[src/rtl/aixh_mxc_inner_fwd_skew_if.sv]
// Activation column stream into the MxConv west-edge feeder.
// The producer (master) offers one column per cycle; the feeder (slave) answers with o_rdy.
interface aixh_mxc_inner_fwd_skew_if #(
    parameter int YCELLS = 8,
    parameter int CWIDTH = 4,
    parameter int DWIDTH = 16
);
    logic                     i_vld;
    logic                     o_rdy;
    logic                     i_last;
    logic [CWIDTH-1:0]        i_cmd;
    logic [YCELLS*DWIDTH-1:0] i_dat;

    modport master (
        output i_vld,
        output i_last,
        output i_cmd,
        output i_dat,
        input  o_rdy
    );

    modport slave (
        input  i_vld,
        input  i_last,
        input  i_cmd,
        input  i_dat,
        output o_rdy
    );
endinterface

[src/rtl/aixh_mxc_inner_fwd_skew.sv]
// West-edge feeder for the MxConv inner tile array: row y is delayed y cycles (systolic skew),
// and a drain gap separates consecutive passes inside the array.
module aixh_mxc_inner_fwd_skew #(
    parameter int YCELLS = 8,
    parameter int CWIDTH = 4,
    parameter int DWIDTH = 16,
    parameter int GAP    = 2
) (
    input  logic                      aixh_core_clk2x,
    input  logic                      aixh_core_rstn,
    aixh_mxc_inner_fwd_skew_if.slave  act,
    output logic [YCELLS*CWIDTH-1:0]  o_fwd_cmd,
    output logic [YCELLS*DWIDTH-1:0]  o_fwd_dat,
    output logic                      o_busy,
    output logic                      o_done,
    output logic [15:0]               o_beats
);

    localparam int DRAIN_LOAD = YCELLS - 1 + GAP;
    localparam int CNT_W      = (DRAIN_LOAD > 0) ? $clog2(DRAIN_LOAD + 1) : 1;
    localparam bit DRAIN_NONE = (DRAIN_LOAD == 0);

    typedef enum logic [1:0] {
        IDLE   = 2'd0,
        STREAM = 2'd1,
        DRAIN  = 2'd2
    } state_t;

    typedef struct packed {
        logic [CWIDTH-1:0] cmd;
        logic [DWIDTH-1:0] dat;
    } slot_t;

    state_t           state;
    logic [CWIDTH-1:0] unused_cmd_w;
    logic [CNT_W-1:0] drain_cnt;
    logic             rdy_q;
    logic             accept;

    assign act.o_rdy = rdy_q;
    assign accept    = act.i_vld & rdy_q;
    assign unused_cmd_w = '0;

    // Control FSM. Outputs are registered from the next-state decision, so o_rdy rises in the
    // final drain cycle (count 0) together with o_done, letting the next pass start there.
    always_ff @(posedge aixh_core_clk2x or negedge aixh_core_rstn) begin
        if (!aixh_core_rstn) begin
            state     <= IDLE;
            drain_cnt <= '0;
            rdy_q     <= 1'b1;
            o_busy    <= 1'b0;
            o_done    <= 1'b0;
            o_beats   <= '0;
        end else begin
            // NOTE: every register here uses <= so all updates see this cycle's values;
            // mixing in = would make results depend on statement order.
            o_done <= 1'b0;
            if (accept) begin
                // A beat outside STREAM (IDLE, or the count-0 drain cycle) opens a new pass.
                if (state == STREAM) begin
                    o_beats <= (o_beats == 16'hFFFF) ? o_beats : o_beats + 16'd1;
                end else begin
                    o_beats <= 16'd1;
                end
                o_busy <= 1'b1;
                if (act.i_last) begin
                    state     <= DRAIN;
                    drain_cnt <= CNT_W'(DRAIN_LOAD);
                    rdy_q     <= DRAIN_NONE;
                    o_done    <= DRAIN_NONE;
                end else begin
                    state     <= STREAM;
                    drain_cnt <= '0;
                    rdy_q     <= 1'b1;
                end
            end else begin
                unique case (state)
                    IDLE: begin
                        rdy_q  <= 1'b1;
                        o_busy <= 1'b0;
                    end
                    STREAM: begin
                        rdy_q  <= 1'b1;
                        o_busy <= 1'b1;
                    end
                    DRAIN: begin
                        if (drain_cnt == '0) begin
                            state  <= IDLE;
                            rdy_q  <= 1'b1;
                            o_busy <= 1'b0;
                        end else begin
                            drain_cnt <= drain_cnt - CNT_W'(1);
                            if (drain_cnt == CNT_W'(1)) begin
                                rdy_q  <= 1'b1;
                                o_done <= 1'b1;
                            end
                        end
                    end
                    default: begin
                        state     <= IDLE;
                        drain_cnt <= '0;
                        rdy_q     <= 1'b1;
                        o_busy    <= 1'b0;
                    end
                endcase
            end
        end
    end

    // Skew chains: row y has y+1 stages and shifts every cycle; a non-accept cycle loads a NOP.
    for (genvar y = 0; y < YCELLS; y++) begin : g_row
        slot_t chain [0:y];
        slot_t head;

        always_comb begin
            head = '0;
            if (accept) begin
                head.cmd = act.i_cmd;
                head.dat = act.i_dat[y*DWIDTH +: DWIDTH];
            end
        end

        always_ff @(posedge aixh_core_clk2x or negedge aixh_core_rstn) begin
            if (!aixh_core_rstn) begin
                // NOTE: the chains are reset, not left as uninitialised storage, because they
                // drive the array directly and a reset must flush in-flight columns to NOPs.
                for (int i = 0; i <= y; i++) begin
                    chain[i] <= '0;
                end
            end else begin
                chain[0] <= head;
                for (int i = 1; i <= y; i++) begin
                    chain[i] <= chain[i-1];
                end
            end
        end

        assign o_fwd_cmd[y*CWIDTH +: CWIDTH] = chain[y].cmd;
        assign o_fwd_dat[y*DWIDTH +: DWIDTH] = chain[y].dat;
    end

endmodule

[src/flat_wrapper.sv]
// flat-port wrapper written by rule: the top's interface ports become plain ports
module aixh_mxc_inner_fwd_skew_flat 
#(
    parameter int YCELLS = 8,
    parameter int CWIDTH = 4,
    parameter int DWIDTH = 16,
    parameter int GAP    = 2
)
  (aixh_core_clk2x, aixh_core_rstn, o_fwd_cmd, o_fwd_dat, o_busy, o_done, o_beats, act_i_vld, act_i_last, act_i_cmd, act_i_dat, act_o_rdy);
  aixh_mxc_inner_fwd_skew_if #(.YCELLS(YCELLS), .CWIDTH(CWIDTH), .DWIDTH(DWIDTH)) act_i ();
  input  logic aixh_core_clk2x;
  input  logic aixh_core_rstn;
  output logic [YCELLS*CWIDTH-1:0] o_fwd_cmd;
  output logic [YCELLS*DWIDTH-1:0] o_fwd_dat;
  output logic o_busy;
  output logic o_done;
  output logic [15:0] o_beats;
  input wire logic [$bits(act_i.i_vld)-1:0] act_i_vld;
  input wire logic [$bits(act_i.i_last)-1:0] act_i_last;
  input wire logic [$bits(act_i.i_cmd)-1:0] act_i_cmd;
  input wire logic [$bits(act_i.i_dat)-1:0] act_i_dat;
  output wire logic [$bits(act_i.o_rdy)-1:0] act_o_rdy;
  assign act_i.i_vld = act_i_vld;
  assign act_i.i_last = act_i_last;
  assign act_i.i_cmd = act_i_cmd;
  assign act_i.i_dat = act_i_dat;
  assign act_o_rdy = act_i.o_rdy;
  aixh_mxc_inner_fwd_skew #(.YCELLS(YCELLS), .CWIDTH(CWIDTH), .DWIDTH(DWIDTH), .GAP(GAP)) u_core (.aixh_core_clk2x(aixh_core_clk2x), .aixh_core_rstn(aixh_core_rstn), .act(act_i), .o_fwd_cmd(o_fwd_cmd), .o_fwd_dat(o_fwd_dat), .o_busy(o_busy), .o_done(o_done), .o_beats(o_beats));
endmodule
[config.mk]
export PLATFORM = sky130hd
export DESIGN_NAME = aixh_mxc_inner_fwd_skew_flat
export DESIGN_NICKNAME = d
export VERILOG_FILES = /design/src/rtl/aixh_mxc_inner_fwd_skew_if.sv /design/src/rtl/aixh_mxc_inner_fwd_skew.sv /design/src/flat_wrapper.sv
export SDC_FILE = /design/constraint.sdc
export NUM_CORES = 1
export LEC_CHECK = 0
export CAP_MARGIN = 10
export CORE_ASPECT_RATIO = 1.25
export CORE_UTILIZATION = 52
export CTS_CLUSTER_DIAMETER = 100
export DETAILED_ROUTE_END_ITERATION = 7
export PLACE_DENSITY = 0.78
export SYNTH_ARGS = -nofsm -noshare
export SYNTH_HDL_FRONTEND = slang
export SYNTH_SLANG_ARGS = --single-unit
[constraint.sdc]
create_clock -name aixh_core_clk2x -period 2.4 [get_ports aixh_core_clk2x]
set_input_delay 0.6 -clock aixh_core_clk2x [delete_from_list [all_inputs] [get_ports aixh_core_clk2x]]
set_output_delay 0.6 -clock aixh_core_clk2x [all_outputs]
set_load 0.1 [all_outputs]
### Word-level counts from Yosys, hierarchy flattened

Index checks and enable logic that the tools add are counted.
Widths: inputs -> output; s select.

* add/sub/neg operators: 2
* $mul: 0
* divide/modulo/power cells: 0
* order comparisons: 0
* equal/unequal tests: 9
* shift-type cells: 0
* mux-type cells: 30
* bitwise logic cells: 1
* reduce and logical (&&, ||, !) cells: 6

Operator list (number)
* $mux 20: 8
* $mux 16: 2
* $add 16x1->16 const B: 1
* $eq 16x16->1 const B: 1
* $mux 4: 3
* $mux 1: 11
* $pmux 4 s2: 1
* $mux 2: 3
* $reduce_and 2->1: 3
* $eq 4x1->1 const B: 1
* $logic_not 4->1: 1
* $ne 4x1->1 const B: 1
* $pmux 2 s2: 1
* $sub 4x1->4 const B: 1
* $ne 3x1->1 const B: 1
* $ne 3x2->1 const B: 1
* $eq 2x1->1 const B: 1
* $eq 2x2->1 const B: 1
* $logic_not 2->1: 1
* $ne 2x1->1 const B: 1
* $ne 2x2->1 const B: 1
* $pmux 1 s2: 1
* $reduce_or 2->1: 1
* $and 1x1->1: 1

* register bits: 745
* bits in latches: 0
* bits in writable memories: 0
* memory bits (read-only): 0
* bits of input ports: 136
* output and inout port bits: 179
* memories: 0

### Longest topological paths before layout

* depth in word-level cells: 5
* mapped depth: 6
* depth with buffers taken out: 6

### Worst setup path after synthesis

OpenSTA, ideal clock, no wires.

* kind: register to register
* start: register u_core.o_beats[1]
* end: register u_core.o_beats[2]
* setup time: 0.126 ns
* arrival time: 2.437 ns
* required time: 2.274 ns
* path slack: -0.163 ns
* cell stages (with the launch flop): 7
* buffers on the path: 1
* clock period less this slack: 2.563 ns
* cell sequence: dfrtp_1 ha_1 nand4_2 or4_4 buf_6 a32oi_1 nand2_1

* word-level cells in the longest chain between the ends: 3
* elaborated cells between the ends (all ways): 6
* classes of those cells: add/sub: 1; eq/ne: 2; mux: 2; reduce/logical: 1

RTL lines
* start, declared: line aixh_mxc_inner_fwd_skew.sv:16 `output logic [15:0] o_beats`
* start signal, assigned: line aixh_mxc_inner_fwd_skew.sv:61 `o_beats <= (o_beats == 16'hFFFF) ? o_beats : o_beats + 16'd1;`
* $add 16x1->16 or $eq 16x16->1 (tied branches): line aixh_mxc_inner_fwd_skew.sv:61
* $mux 16 or $ne 2x2->1 (tied branches)
* $mux 16 or $reduce_and 2->1 (tied branches)

Parallel ways exist; a longest one is shown, timed or not. The select of a mux whose other input is x is not followed.
A chain may end at the register's enable or synchronous reset.

### Final worst setup path

* start: register u_core.o_beats[0]
* end: register u_core.o_beats[10]

Same word-level chain as after synthesis.

==> impl_metrics.toml <==
[run_status]
status = "finished, final reports clean"

[timing]
hold_slack_ns = 0.330
skew_ns = 0.0148
maxSlewViolCount = 0
finalCriticalPeriod_ns = 2.09
rsz0062_at_grt = "no"
tns_ns = 0
relSlewSlack = 0.444
finalCritPeriodShare = 0.871
worstMarginPinSlew_ns = 0.826
setup_viol = 0
hold_violations = 0
fmax_mhz = 478

[route]
drt-vias-per-instance = 4.72
post-route-drc-count = 0
wl_per_cell_um = 17.6
drt-pass1-iter-count = 4
wl_mm = 31.7
drt.antenna.violating_nets = 0
num_vias = 8509
drt_iter0_drc = 415

[cells_and_area]
nFillCells = 2354
final_util = 0.653
drive_gt1_frac = 0.239
final_nets = 1420
syn_to_final_growth_pct = 23.5
fin_cells = 1803

[grt]
grtUsageMet2 = 0.305
grt_use_met1 = 0.217
grt.overflow.total = 0
antenna_found_initial = 5
grt_use_met3 = 0.0473
grt_pass1_wl_mm = 50.2
busiest_layer = "met2"
grt_max_degree = 133
track_usage = 0.181
grt_pass1_vias = 9342

[cts]
clockBufferDepth = 3
post-cts-setup-buffers = 0
root_buffer = "clkbuf_16"
clkLatencyLatePin_ns = 0.57
cts_resized = 0
htree_levels = 2
cts_sinks = 633
cts_buffers = 56
cts_tree = "done"
postCtsHoldBufs = 1
cts.clk_slew.worst_paths_ns = 0.07

[critical_path]
r2r-start = "u_core.o_beats[0]$_DFFE_PN0P_"
worst-endpoint-arrival_ns = 2.55
start_kind = "flip-flop"
worstPathRequired_ns = 2.86
endpoint = "u_core.o_beats[10]$_DFFE_PN0P_"
crit_fanout = 5
reg2reg_depth = 5
endpoint_kind = "flip-flop"
criticalPathCategory = "reg2reg"
worst_r2r_endpoint = "u_core.o_beats[10]$_DFFE_PN0P_"
crit_start = "u_core.o_beats[0]$_DFFE_PN0P_"
reg2reg_slack_ns = 0.31

[synth]
async_flop_share = 1.00
synth-seq-area-share = 0.848
synth_most_common_cell = "dfrtp_1"
synth_area_per_cell_um2 = 17.6
ys_seq_elements = 633
synthesis.area_um2 = 18700
ys_dominant_reg_cell = "dfrtp_1"
yosys.area.top_type = "dfrtp_1"
ys_types = 52
syn-num-nets = 1200
synth.top_cell.area_share = 0.847
synth_edf_count = 0
yosysWarnings = 0
syn_inst = 1060
synth_common_cells = "dfrtp_1, buf_4, and3_1"
synth_area_leaders = "dfrtp_1, buf_4, and3_1, clkbuf_1, nand2_1"

[place]
place_inst = 1695
port_buffers = 314
gp_congestion = 0.766
hpwl_mm = 20.0

[floorplanning]
die_y_um = 214
coreArea_um2 = 35400
boundaryPins = 315
initial_core_util = 0.528
chipWidth_um = 172
rows = 77
design.die.area_um2 = 36700

[run]
cap_violations = 0

[worst_hold_path]
hold_path.class = "reg2reg"

[power]
vdd_ir_drop_max_mv = 0.610
leakagePower_nw = 11.9
total_power_w = 0.0233
powerDensity_nw_per_um2 = 1010
## cell families after synthesis
kind of cell	count (synthesis)	share of synthesized area
buffers and inverters	184	0.0664
muxes	1	0.000603
DFF	633	0.848
and+or+nand+nor	190	0.0636
adders and majority gates	4	0.00268
AOI/OAI and AO/OA	48	0.0189
## placed cells by master (no fill, tap or decap), types with 12 or more instances in the layout
master | synthesis | layout
clkbuf_1 | 33 | 12
clkdlybuf4s50_1 | 0 | 133
and3_1 | 133 | 133
clkbuf_8 | 0 | 12
clkbuf_16 | 0 | 56
dfrtp_1 | 632 | 628
buf_4 | 144 | 197
nand2_1 | 17 | 17
## critical path, stage by stage, from the launching register on
cell and delay [ns]:
dfrtp_2 0.40, ha_1 0.26, nand4_2 0.20, nor4_1 0.77, o311ai_0 0.26, o41ai_1 0.11
## layer usage
metal | up-vias | wire [um]
li1 | 3783 | -
met1 | 4362 | 12000
met2 | 274 | 16600
met3 | 86 | 2010
met4 | 4 | 1160
met5 | - | 26
## flip-flops by register name (all words and copies together) (netlist names)
signal,count
u_core.act.o_rdy,1
u_core.drain_cnt,4
u_core.g_row.chain,448
u_core.o_beats,16
u_core.o_busy,1
u_core.o_done,1
u_core.o_fwd_cmd,32
u_core.o_fwd_dat,128
u_core.state,2
## metrics by stage
stage | setup slack [ns] | instance area [um2]
floorplan | 0.0388 | 18700
global placement | 0.440 | 21100
detailed placement | 0.325 | 21100
CTS | 0.301 | 23100
global route | 0.119 | 23100
finish | 0.310 | 23100
## power breakdown
part	internal (W)	switching (W)	total [W]	leakage (nW)
combinational	0.000599	0.00187	0.00247	2.58
sequential	0.0113	0.000226	0.0115	8.31
clock	0.00565	0.00369	0.00934	0.973
## final cells by class
type | count | area (um2) | area share
antenna | 3 | 7.51 | 0.000325
clock buffer | 80 | 1610 | 0.0699
clock inverter | 24 | 373 | 0.0162
inverter | 5 | 18.8 | 0.000813
multi-input combinational | 243 | 1600 | 0.0694
sequential | 633 | 15900 | 0.687
tap | 474 | 593 | 0.0257
timing repair buffer | 341 | 3020 | 0.131
## worst min path at each step
stage / slack (ns) / startpoint / end / cells after the start
2_1_floorplan: 0.30 / aixh_core_rstn / u_core.drain_cnt[0]$_DFFE_PN0P_ / 0
3_3_place_gp: 0.33 / u_core.g_row[3].chain[61]$_DFF_PN0_ / u_core.g_row[3].chain[41]$_DFF_PN0_ / 0
3_5_place_dp: 0.33 / u_core.g_row[2].chain[43]$_DFF_PN0_ / u_core.g_row[2].chain[23]$_DFF_PN0_ / 0
4_1_cts: 0.33 / u_core.g_row[4].chain[50]$_DFF_PN0_ / u_core.g_row[4].chain[30]$_DFF_PN0_ / 0
5_1_grt: 0.34 / u_core.g_row[6].chain[122]$_DFF_PN0_ / u_core.g_row[6].chain[102]$_DFF_PN0_ / 0
6_report: 0.33 / u_core.g_row[4].chain[50]$_DFF_PN0_ / u_core.g_row[4].chain[30]$_DFF_PN0_ / 0
No activity file was read; power rests on OpenSTA's default activity.
